`src/rtl/output_write_arbiter_if.sv`:
```
`default_nettype none
// ============================================================================
// Module      : output_write_arbiter_if
// Description : Bundles the two requester handshakes (A = CPU store path,
//               B = debug/loader path) and the registered write triple that
//               feeds the output-device register file.
//   slave  modport : arbiter side (accepts requests, drives write triple)
//   master modport : requester / device-file side
//   Signals: a_/b_ valid, ready, address, value; out_address, out_value,
//            out_is_write, busy, write_count
// Revision    : 1.0  initial release
// ============================================================================
interface output_write_arbiter_if #(
  parameter int ADDR_WIDTH  = 16,
  parameter int DATA_WIDTH  = 32,
  parameter int COUNT_WIDTH = 16
);
  logic                   a_valid;
  logic                   a_ready;
  logic [ADDR_WIDTH-1:0]  a_address;
  logic [DATA_WIDTH-1:0]  a_value;
  logic                   b_valid;
  logic                   b_ready;
  logic [ADDR_WIDTH-1:0]  b_address;
  logic [DATA_WIDTH-1:0]  b_value;
  logic [ADDR_WIDTH-1:0]  out_address;
  logic [DATA_WIDTH-1:0]  out_value;
  logic                   out_is_write;
  logic                   busy;
  logic [COUNT_WIDTH-1:0] write_count;

  modport slave (
    input  a_valid, a_address, a_value,
    input  b_valid, b_address, b_value,
    output a_ready, b_ready,
    output out_address, out_value, out_is_write, busy, write_count
  );

  modport master (
    output a_valid, a_address, a_value,
    output b_valid, b_address, b_value,
    input  a_ready, b_ready,
    input  out_address, out_value, out_is_write, busy, write_count
  );
endinterface
`default_nettype wire

```
`src/rtl/output_write_arbiter.sv`:
```
`default_nettype none
// ============================================================================
// Module      : output_write_arbiter
// Description : Round-robin sharing of the device register file write port
//               between port A and port B. Each port owns a one-entry holding
//               register; one write is issued per cycle as a registered
//               address/value/is_write triple that the device file samples on
//               the following negedge.
//   clk   : system clock, all state on posedge
//   reset : asynchronous, active-high
//   bus   : output_write_arbiter_if.slave (handshakes + write triple)
// Revision    : 1.0  initial release
// ============================================================================
module output_write_arbiter #(
  parameter int ADDR_WIDTH  = 16,
  parameter int DATA_WIDTH  = 32,
  parameter int COUNT_WIDTH = 16
) (
  input wire logic              clk,
  input wire logic              reset,
  output_write_arbiter_if.slave bus
);

  // Which port received the most recent grant; the other one wins a tie.
  typedef enum logic [0:0] {
    LAST_A = 1'b0,
    LAST_B = 1'b1
  } last_t;

  last_t                  r_last;
  last_t                  w_last_next;

  logic                   r_hold_a_full;
  logic [ADDR_WIDTH-1:0]  r_hold_a_addr;
  logic [DATA_WIDTH-1:0]  r_hold_a_val;
  logic                   r_hold_b_full;
  logic [ADDR_WIDTH-1:0]  r_hold_b_addr;
  logic [DATA_WIDTH-1:0]  r_hold_b_val;

  logic [ADDR_WIDTH-1:0]  r_out_addr;
  logic [DATA_WIDTH-1:0]  r_out_val;
  logic                   r_out_wr;
  logic [COUNT_WIDTH-1:0] r_count;

  logic                   w_grant_a;
  logic                   w_grant_b;
  logic                   w_ready_a;
  logic                   w_ready_b;
  logic                   w_acc_a;
  logic                   w_acc_b;

  // Grant decision and round-robin pointer update.
  always_comb begin
    w_grant_a   = 1'b0;
    w_grant_b   = 1'b0;
    w_last_next = r_last;
    if (r_hold_a_full && r_hold_b_full) begin
      w_grant_a = (r_last == LAST_B);
      w_grant_b = (r_last == LAST_A);
    end else begin
      w_grant_a = r_hold_a_full;
      w_grant_b = r_hold_b_full;
    end
    if (w_grant_a) begin
      w_last_next = LAST_A;
    end else if (w_grant_b) begin
      w_last_next = LAST_B;
    end
  end

  // A hold that drains this cycle can take a new request in the same cycle,
  // which is what allows one port to stream at one write per cycle.
  assign w_ready_a = !r_hold_a_full || w_grant_a;
  assign w_ready_b = !r_hold_b_full || w_grant_b;
  assign w_acc_a   = bus.a_valid && w_ready_a;
  assign w_acc_b   = bus.b_valid && w_ready_b;

  always_ff @(posedge clk or posedge reset) begin
    if (reset) begin
      r_last <= LAST_B;
    end else begin
      r_last <= w_last_next;
    end
  end

  // Holding registers: a refill takes priority over the drain-clear.
  always_ff @(posedge clk or posedge reset) begin
    if (reset) begin
      r_hold_a_full <= 1'b0;
      r_hold_a_addr <= '0;
      r_hold_a_val  <= '0;
      r_hold_b_full <= 1'b0;
      r_hold_b_addr <= '0;
      r_hold_b_val  <= '0;
    end else begin
      if (w_acc_a) begin
        r_hold_a_full <= 1'b1;
        r_hold_a_addr <= bus.a_address;
        r_hold_a_val  <= bus.a_value;
      end else if (w_grant_a) begin
        r_hold_a_full <= 1'b0;
      end
      if (w_acc_b) begin
        r_hold_b_full <= 1'b1;
        r_hold_b_addr <= bus.b_address;
        r_hold_b_val  <= bus.b_value;
      end else if (w_grant_b) begin
        r_hold_b_full <= 1'b0;
      end
    end
  end

  // Registered write triple; address/value hold their last value when idle.
  always_ff @(posedge clk or posedge reset) begin
    if (reset) begin
      r_out_addr <= '0;
      r_out_val  <= '0;
      r_out_wr   <= 1'b0;
      r_count    <= '0;
    end else begin
      r_out_wr <= w_grant_a || w_grant_b;
      if (w_grant_a) begin
        r_out_addr <= r_hold_a_addr;
        r_out_val  <= r_hold_a_val;
        r_count    <= r_count + 1'b1;
      end else if (w_grant_b) begin
        r_out_addr <= r_hold_b_addr;
        r_out_val  <= r_hold_b_val;
        r_count    <= r_count + 1'b1;
      end
    end
  end

  assign bus.a_ready      = w_ready_a;
  assign bus.b_ready      = w_ready_b;
  assign bus.out_address  = r_out_addr;
  assign bus.out_value    = r_out_val;
  assign bus.out_is_write = r_out_wr;
  assign bus.write_count  = r_count;
  assign bus.busy         = r_hold_a_full || r_hold_b_full || r_out_wr;

endmodule
`default_nettype wire

```
`src/flat_wrapper.sv`:
```
// flat-port wrapper written by rule: the top's interface ports become plain ports
module output_write_arbiter_flat 
#(
  parameter int ADDR_WIDTH  = 16,
  parameter int DATA_WIDTH  = 32,
  parameter int COUNT_WIDTH = 16
)
  (clk, reset, bus_a_valid, bus_a_address, bus_a_value, bus_b_valid, bus_b_address, bus_b_value, bus_a_ready, bus_b_ready, bus_out_address, bus_out_value, bus_out_is_write, bus_busy, bus_write_count);
  output_write_arbiter_if #(.ADDR_WIDTH(ADDR_WIDTH), .DATA_WIDTH(DATA_WIDTH), .COUNT_WIDTH(COUNT_WIDTH)) bus_i ();
  input wire logic clk;
  input wire logic reset;
  input wire logic [$bits(bus_i.a_valid)-1:0] bus_a_valid;
  input wire logic [$bits(bus_i.a_address)-1:0] bus_a_address;
  input wire logic [$bits(bus_i.a_value)-1:0] bus_a_value;
  input wire logic [$bits(bus_i.b_valid)-1:0] bus_b_valid;
  input wire logic [$bits(bus_i.b_address)-1:0] bus_b_address;
  input wire logic [$bits(bus_i.b_value)-1:0] bus_b_value;
  output wire logic [$bits(bus_i.a_ready)-1:0] bus_a_ready;
  output wire logic [$bits(bus_i.b_ready)-1:0] bus_b_ready;
  output wire logic [$bits(bus_i.out_address)-1:0] bus_out_address;
  output wire logic [$bits(bus_i.out_value)-1:0] bus_out_value;
  output wire logic [$bits(bus_i.out_is_write)-1:0] bus_out_is_write;
  output wire logic [$bits(bus_i.busy)-1:0] bus_busy;
  output wire logic [$bits(bus_i.write_count)-1:0] bus_write_count;
  assign bus_i.a_valid = bus_a_valid;
  assign bus_i.a_address = bus_a_address;
  assign bus_i.a_value = bus_a_value;
  assign bus_i.b_valid = bus_b_valid;
  assign bus_i.b_address = bus_b_address;
  assign bus_i.b_value = bus_b_value;
  assign bus_a_ready = bus_i.a_ready;
  assign bus_b_ready = bus_i.b_ready;
  assign bus_out_address = bus_i.out_address;
  assign bus_out_value = bus_i.out_value;
  assign bus_out_is_write = bus_i.out_is_write;
  assign bus_busy = bus_i.busy;
  assign bus_write_count = bus_i.write_count;
  output_write_arbiter #(.ADDR_WIDTH(ADDR_WIDTH), .DATA_WIDTH(DATA_WIDTH), .COUNT_WIDTH(COUNT_WIDTH)) u_core (.clk(clk), .reset(reset), .bus(bus_i));
endmodule
```
`config.mk`:
```
export PLATFORM = sky130hd
export DESIGN_NAME = output_write_arbiter_flat
export DESIGN_NICKNAME = d
export VERILOG_FILES = /design/src/rtl/output_write_arbiter_if.sv /design/src/rtl/output_write_arbiter.sv /design/src/flat_wrapper.sv
export SDC_FILE = /design/constraint.sdc
export NUM_CORES = 1
export LEC_CHECK = 0
export BUFFER_PORTS_ARGS = -buffer_cell sky130_fd_sc_hd__buf_2
export CAP_MARGIN = 20
export CORE_MARGIN = 3
export CORE_UTILIZATION = 35
export CTS_CLUSTER_SIZE = 10
export DETAILED_ROUTE_END_ITERATION = 16
export PLACE_DENSITY = 0.65
export SLEW_MARGIN = 20
export SYNTH_ARGS = -nofsm -noshare
export SYNTH_HDL_FRONTEND = slang
export SYNTH_SLANG_ARGS = --single-unit
```
`constraint.sdc`:
```
create_clock -name clk -period 6.88 [get_ports clk]
set_input_delay 1.376 -clock clk [delete_from_list [all_inputs] [get_ports clk]]
set_output_delay 1.376 -clock clk [all_outputs]
set_load 0.02 [all_outputs]
```
Yosys cells after proc, flatten, opt, wreduce, memory -nomap -nowiden
Index checks and enable logic that the tools add are counted.
Operators by class
  muxes and demuxes: 14
  bitwise gates (word level): 1
  $add $sub $neg: 1
  reduce and logical (&&, ||, !) cells: 13
Operators by type and width (number)
  2-to-1 mux 16 bit: 4
  2-to-1 mux 32 bit: 2
  adder 16 x 1 -> 16 bit (second input constant): 1
  2-to-1 mux 1 bit: 8
  nonzero test 2 bit: 3
  logical OR 1 bit: 5
  logical AND 1 bit: 3
  logical NOT 1 bit: 2
  inverter 1 bit: 1
Word-level totals
  bits in registers: 164
  logic and storage cells: 40
  output and inout bits: 68
  input port bits: 100

Logic depth before layout (Yosys ltp)
Gate-level depths: netlist (run 1).
  word-level depth: 5
  mapped depth: 6
  gate-level depth less buffers: 5

Least setup slack after synthesis (run 1)
No wires, ideal clock.
  path type: register -> output
  start: reg u_core.r_hold_b_full
  end: out bus_busy
  buffers on the path: 1
  path slack: 4.534 ns
  data required time: 5.504 ns
  arrival: 0.970 ns
  stages on the path, launching flop included: 3
  cell sequence: dfrtp_1 > buf_4 > or3_1
Between the ends
  cells in the longest elaborated chain, start to end: 2
Ends and longest elaborated chain
  from (decl): line output_write_arbiter.sv:36  | logic r_hold_b_full;
  from (signal assigned): line output_write_arbiter.sv:92  | r_hold_b_full <= 1'b0;
  from (signal assigned): line output_write_arbiter.sv:104  | r_hold_b_full <= 1'b1;
  from (signal assigned): line output_write_arbiter.sv:108  | r_hold_b_full <= 1'b0;
  logical OR 1 bit (2 in a row): line output_write_arbiter.sv:140  | assign bus.busy = r_hold_a_full || r_hold_b_full || r_out_wr;
  to (decl): line flat_wrapper.sv:23  | output wire logic [$bits(bus_i.busy)-1:0] bus_busy;
Every way passes these cells.

Final worst setup path (run 1)
Same ends and word-level chain as after synthesis.

==> key figures, run 1 <==
CTS
  • Clock-pin slew on the worst setup and hold paths: around 60 ps
  • CTS buffer count: 17
  • Htree depth: 4
  • TritonCTS clock tree: built
  • Resized cells post-CTS: 0
  • Post-CTS Setup Bufs: 0
  • Sink Count: ~160
  • Clock Latency Late Sink: ~410 ps
  • Hold_buf cts: 0
  • Clock Tree Root: clkbuf_16
  • Clock Tree Buf Depth: 2

Timing
  • Slew Viols, Final: 0
  • Fin. Hold Viols: 0
  • Final setup TNS: 0 ps
  • Actual slew at the worst max-slew pin: 758 ps
  • Minimum clock period: between 2000 and 3000 ps
  • RSZ-0062 raised after global routing: no
  • Fmax: 341 MHz
  • Final worst-path cycle share: a little over two fifths
  • Fin Clk Skew: about 6.2 ps
  • Worst rel slew slack: 49.4%
  • Finish-stage setup viols: 0

Synthesis
  • Cell variety after synth: 32
  • Post-Syn Area: approximately 6600 sq um
  • Area leader, netlist: dfrtp_1
  • Synthesized area per cell: 15.0 sq um
  • Synthesized net count: 541
  • Synth warn: 0
  • Yosys top cell area share: about 60%
  • Sequential area share after synthesis: between 60% and 70%
  • Post-Syn Instances: 440
  • Synth area leaders: dfrtp_1 (62%), mux2_2 (13%), a22o_1 (6.4%)
  • Yosys reg bits: approximately 160

Global route
  • Vias in the first global route: between 4000 and 5000
  • Initial antenna violation count: 1
  • Grt total ovfl: 0
  • Largest net degree at the start of global routing: just under 90
  • All-Layer GR Usage: between 10% and 20%
  • First-pass GRT wire length: 24900 microns

Detailed routing
  • Pre-Repair DR Iteration Count: 4
  • Vias: between 4000 and 5000
  • DRT iter0 DRCs: 162
  • Final WL: approximately 16000 microns
  • Drt drc: 0
  • Drt wl/cell: 18.4 microns
  • Via-per-instance ratio: 5.03
  • DRT antenna net count: 0

Status
  • Status: finished clean

Critical path
  • Crit end category: output pin
  • Critical Path Fanout Max: 8
  • Worst EP arrival: 1560 ps
  • Worst r2r dst: u_core.r_hold_a_val[26]
  • Reg2Reg Setup Slack: 4460 ps
  • Critical path launch point type: flip-flop
  • Buf/Inv on CP: 1
  • Critical Path Slowest Stage Cell: dfrtp_1
  • Critical Path Stages: 2
  • Worst reg-to-reg path cell count: 4
  • Required @ worst endpoint: around 5500 ps
  • RR Startpoint: u_core.r_hold_b_full
  • Largest stage delay, worst path: around 530 ps
  • Top cell family by delay on the critical path: flip-flops
  • Worst-path cell chain: or3_1, buf_2
  • Kind of critical path: reg2out

Floorplanning
  • I/O Pins: approximately 170
  • Die Wd: 143 microns
  • Initial core utilization: a little over a third
  • Row count: 49
  • Core area: approximately 18000 sq um
  • Die H: approximately 140 microns
  • Full die area: between 20000 and 25000 sq um

Cells and area
  • Most common cell after layout, fill and taps aside: buf_2
  • Final Instance Area: 8250 sq um
  • Layout cells sized above 1: 50.4%
  • Layout area overhead: 25.0%
  • Most frequent cells in the layout: buf_2 (167), dfrtp_1 (163), mux2_2 (77)
  • Filler Cell Count: about 1700
  • Final #Nets: around 710

Hold path
  • Hold EP: u_core.bus.out_value[27]
  • Hold Path Class: reg2reg
  • Hold path depth: 1
  • Hold wc startpoint: u_core.r_hold_b_val[27]

Placement
  • Cell area after placement: between 7000 and 8000 sq um
  • Routability Congestion: between 0.7 and 0.8
  • Port bufs: between 150 and 200
  • HPWL after DPL: 10100 microns

Power
  • Peak VDD IR: between 0.2 and 0.25 mV
  • Pleak: approximately 4.2 nW
  • Cell area power density: 430 nW/um^2

Job
  • MaxCap Viol Count: 0
[worst register-to-register path, delay by kind of cell, from the launching register on]
family	cells	cell delay, ps
multiplexers	1	420
buffers and inverters	1	560
flip-flops	1	600
AND/OR/NAND/NOR	2	720
[worst max path at each step]
stage                                     from  slack, ps                         to
after floorplan                          reset       1070  u_core.bus.out_address[0]
after global placement                   reset       3810   u_core.r_hold_b_addr[10]
after detailed placement           bus_a_valid       3730    u_core.r_hold_a_val[15]
after CTS                 u_core.r_hold_b_full       3920                   bus_busy
after global routing      u_core.r_hold_b_full       3870                   bus_busy
final                     u_core.r_hold_b_full       3950                   bus_busy
[metrics by stage]
step	power, mW	setup slack, ps	util (%)	hold slack (ps)	std cells
floorplan	2.25	1070	-	444	440
global placement	2.58	3810	41.7	449	815
detailed placement	2.63	3730	41.7	458	815
CTS	3.60	3920	45.0	474	847
global route	3.76	3870	45.2	489	849
finish	3.55	3950	45.2	473	849
[flip-flops by register name, summed over array words and instances, names as in the netlist]
name	count
u_core.r_hold_a_full	1
u_core.r_hold_b_full	1
u_core.r_hold_a_addr	16
u_core.r_hold_a_val	32
u_core.r_last	1
u_core.r_hold_b_addr	16
u_core.bus.out_address	16
u_core.bus.write_count	16
u_core.r_hold_b_val	32
u_core.bus.out_is_write	1
u_core.bus.out_value	32
[power by group]
| part | leakage [nW] | total (mW) | switching (mW) | internal [mW] |
|---|---|---|---|---|
| clock | 0.293 | 0.947 | 0.363 | 0.583 |
| combinational | 1.92 | 1.10 | 0.599 | 0.502 |
| sequential | 1.94 | 1.50 | 0.211 | 1.29 |
[layer usage]
metal  track usage, %  share of wire [%]  up-vias
met5                0                  0        -
met3             5.52                7.5       14
met1             19.8                 43     2198
li1                 -                  -     1930
met4             4.26               0.79        0
met2             25.6                 48      130
[layout make-up]
cell class	instances	area, sq um	area share (%)
Inverter	3	16.3	0.197
Sequential cell	164	4110	49.7
Multi-Input combinational cell	246	2330	28.3
Clock inverter	7	95.1	1.15
Tap cell	229	287	3.47
Antenna cell	1	2.50	0.0303
Timing Repair Buffer	174	908	11.0
Clock buffer	25	505	6.13
[cell usage after synthesis]
| library cell | n |
|---|---|
| xnor2_1 | 6 |
| mux2_4 | 20 |
| dfrtp_1 | 163 |
| and3_1 | 1 |
| nor2_1 | 6 |
| nand2_1 | 7 |
| nand4_1 | 3 |
| inv_2 | 2 |
| nor2_4 | 1 |
| a21oi_1 | 1 |
| o2111ai_1 | 1 |
| nor4_1 | 1 |
| dfstp_2 | 1 |
| a22o_1 | 48 |
| xor2_1 | 9 |
| nor3_1 | 2 |
| buf_6 | 5 |
| or3_1 | 1 |
| nand3_1 | 5 |
| clkbuf_1 | 2 |
| a21o_1 | 48 |
| buf_2 | 13 |
| nor4_2 | 1 |
| nand2b_1 | 3 |
| ha_1 | 1 |
| inv_1 | 1 |
| buf_1 | 4 |
| mux2_2 | 77 |
| a21boi_4 | 1 |
| nand3_2 | 2 |
| buf_4 | 3 |
| o2111a_1 | 1 |
[cell families after synthesis]
logic type	count (synthesis)	synth area share, %
buffers and inverters	30	2.69
AOI/OAI and AO/OA	100	12.5
DFF	164	62.2
adders and majority gates	1	0.189
muxes	97	17.7
and+or+nand+nor	33	2.79
xor gates and xnor gates	15	1.99
(Power assumes the default switching activity.)
==> inputs of run 2 (changes only) <==
--- a/config.mk
+++ b/config.mk
@@ -11,7 +11,7 @@
 export CORE_UTILIZATION = 35
 export CTS_CLUSTER_SIZE = 10
 export DETAILED_ROUTE_END_ITERATION = 16
-export PLACE_DENSITY = 0.65
+export PLACE_DENSITY = 0.67
 export SLEW_MARGIN = 20
 export SYNTH_ARGS = -nofsm -noshare
 export SYNTH_HDL_FRONTEND = slang
==> constraint.sdc (replaced) <==
create_clock -name clk -period 2.69 [get_ports clk]
set_input_delay 0.538 -clock clk [delete_from_list [all_inputs] [get_ports clk]]
set_output_delay 0.538 -clock clk [all_outputs]
set_load 0.02 [all_outputs]
==> run 2 against run 1 <==
- worst hold slack worse by 130 ps
- critical path depth unchanged
- non-clock buffer count increased by 4
- die area unchanged
- routed wire length fell by 0.91%
- register-to-register slack got worse by 3700 ps
- clock-buffer cell count decreased by 6
- final area barely moved
- combinational power rose to 2.6 times the previous value
- total power increased to 2.5 times the previous value
- largest power group unchanged
- highest routed layer is now met5
==> key figures, run 2 (synthesized netlist as in run 1, its figures left out) <==
Placement
  • Port bufs: 167
  • Routability Congestion: ~0.84
  • HPWL after DPL: between 10000 and 15000 microns

Critical path
  • Critical Path Fanout Max: 8
  • Critical Path Slowest Stage Cell: dfrtp_1
  • Worst-path cell chain: or3_1, buf_2
  • Kind of critical path: reg2out
  • Worst EP arrival: approximately 1500 ps
  • Buf/Inv on CP: 1
  • Top cell family by delay on the critical path: flip-flops
  • Required @ worst endpoint: around 2200 ps
  • Crit end category: output pin
  • Largest stage delay, worst path: slightly above 500 ps
  • Critical path launch point type: flip-flop

CTS
  • Hold_buf cts: 1
  • CTS buffer count: 17
  • Clock Tree Buf Depth: 2
  • TritonCTS clock tree: built
  • Sink Count: about 160
  • Htree depth: 4
  • Clock Tree Root: clkbuf_16
  • Post-CTS Setup Bufs: 0
  • Clock Latency Late Sink: around 420 ps
  • Resized cells post-CTS: 0
  • Clock-pin slew on the worst setup and hold paths: 60 ps

Cells and area
  • Final #Nets: just over 700
  • Most frequent cells in the layout: buf_2 (167), dfrtp_1 (163), mux2_2 (77)
  • Layout cells sized above 1: between 50 and 60%
  • Layout area overhead: 25.0%
  • Most common cell after layout, fill and taps aside: buf_2

Power
  • Final Power: ~9.0 mW
  • Peak VDD IR: approximately 0.56 mV
  • Cell area power density: 1090 nW/um^2
  • Pleak: between 4 and 5 nW

Status
  • Status: finished clean

Timing
  • RSZ-0062 raised after global routing: no
  • Final worst-path cycle share: between 70 and 80%
  • Fmax: around 480 MHz
  • Fin Clk Skew: around 11 ps
  • Worst rel slew slack: approximately 55%
  • Final setup TNS: 0 ps
  • Finish-stage setup viols: 0
  • Fin. Hold Viols: 0
  • Actual slew at the worst max-slew pin: between 600 and 700 ps
  • Slew Viols, Final: 0
  • Hold WS: 340 ps
  • Minimum clock period: ~2100 ps

Floorplanning
  • I/O Pins: ~170
  • Initial core utilization: between 30 and 40%
  • Row count: between 40 and 50
  • Die H: approximately 140 microns
  • Die Wd: 143 microns
  • Core area: 18300 sq um
  • Full die area: 20500 sq um

Detailed routing
  • Vias: 4313
  • DRT iter0 DRCs: 130
  • Pre-Repair DR Iteration Count: 4
  • Drt wl/cell: 18.2 microns
  • Drt drc: 0
  • Final WL: between 15000 and 20000 microns
  • Via-per-instance ratio: between 5 and 6
  • DRT antenna net count: 0

Global route
  • Vias in the first global route: roughly 4700
  • All-Layer GR Usage: between 15 and 20%
  • Initial antenna violation count: 4
  • Grt total ovfl: 0
  • Largest net degree at the start of global routing: 73
  • First-pass GRT wire length: 24800 microns

Hold path
  • Hold Path Class: in2reg

Job
  • MaxCap Viol Count: 0
run 2: cell types whose count changed in the layout (fill, tap and decap cells not counted):
cell and delta:
buf_12 +1, buf_16 -1, buf_4 +3, clkbuf_1 -2, clkbuf_8 -4, clkinv_2 +3, clkinvlp_4 +3, diode_2 +1
dlygate4sd3_1 +1
run 2: final timing paths:
check                           slack, ps                     from  cells after the start                          to
worst min register to register        460  u_core.r_hold_b_val[17]                      1    u_core.bus.out_value[17]
max in group asynchronous            1320                    reset                      4   u_core.bus.out_address[3]
worst min-delay path                  340              bus_b_valid                      2        u_core.r_hold_b_full
min in group asynchronous             560                    reset                      3     u_core.r_hold_a_val[26]
worst max register to register        740     u_core.r_hold_b_full                      6  u_core.bus.write_count[15]
worst max-delay path                  610     u_core.r_hold_b_full                      2                    bus_busy
run 2: routing by layer:
layer	global-route usage, %	share of wire, %	wire (microns)	vias up
met2	26.3	49	7640	149
met3	5.86	7.3	1130	21
met1	18.4	41	6400	2193
met5	0	0.21	33	-
li1	-	-	-	1946
met4	4.31	1.9	301	4
run 2: cell type report:
class	instances	area (sq um)
fill	1651	10000
sequential	164	4110
multi-input combinational	246	2330
timing repair buffer	178	933
clock buffer	19	443
tap	229	287
clock inverter	13	134
inverter	3	15.0
antenna	2	5.00
run 2: worst reg2reg max path, delay by kind of cell (launching register included):
family                 cells  cell delay [ps]
flip-flops                 1              560
AND/OR/NAND/NOR            3              550
buffers and inverters      2              520
XOR/XNOR                   1              240
run 2: stage by stage:
stage	worst slack, ps	util [%]	instances	cell area [sq um]
global route	561	45.2	854	8250
detailed placement	765	41.9	819	7660
floorplan	68.0	-	440	6610
global placement	836	41.9	819	7660
CTS	591	45.2	852	8250
finish	613	45.2	854	8250
run 2: power by group:
part           switching (mW)  internal (mW)
Sequential              0.534           3.29
Clock                   0.975           1.39
Combinational            1.53           1.29
Total                    3.03           5.97
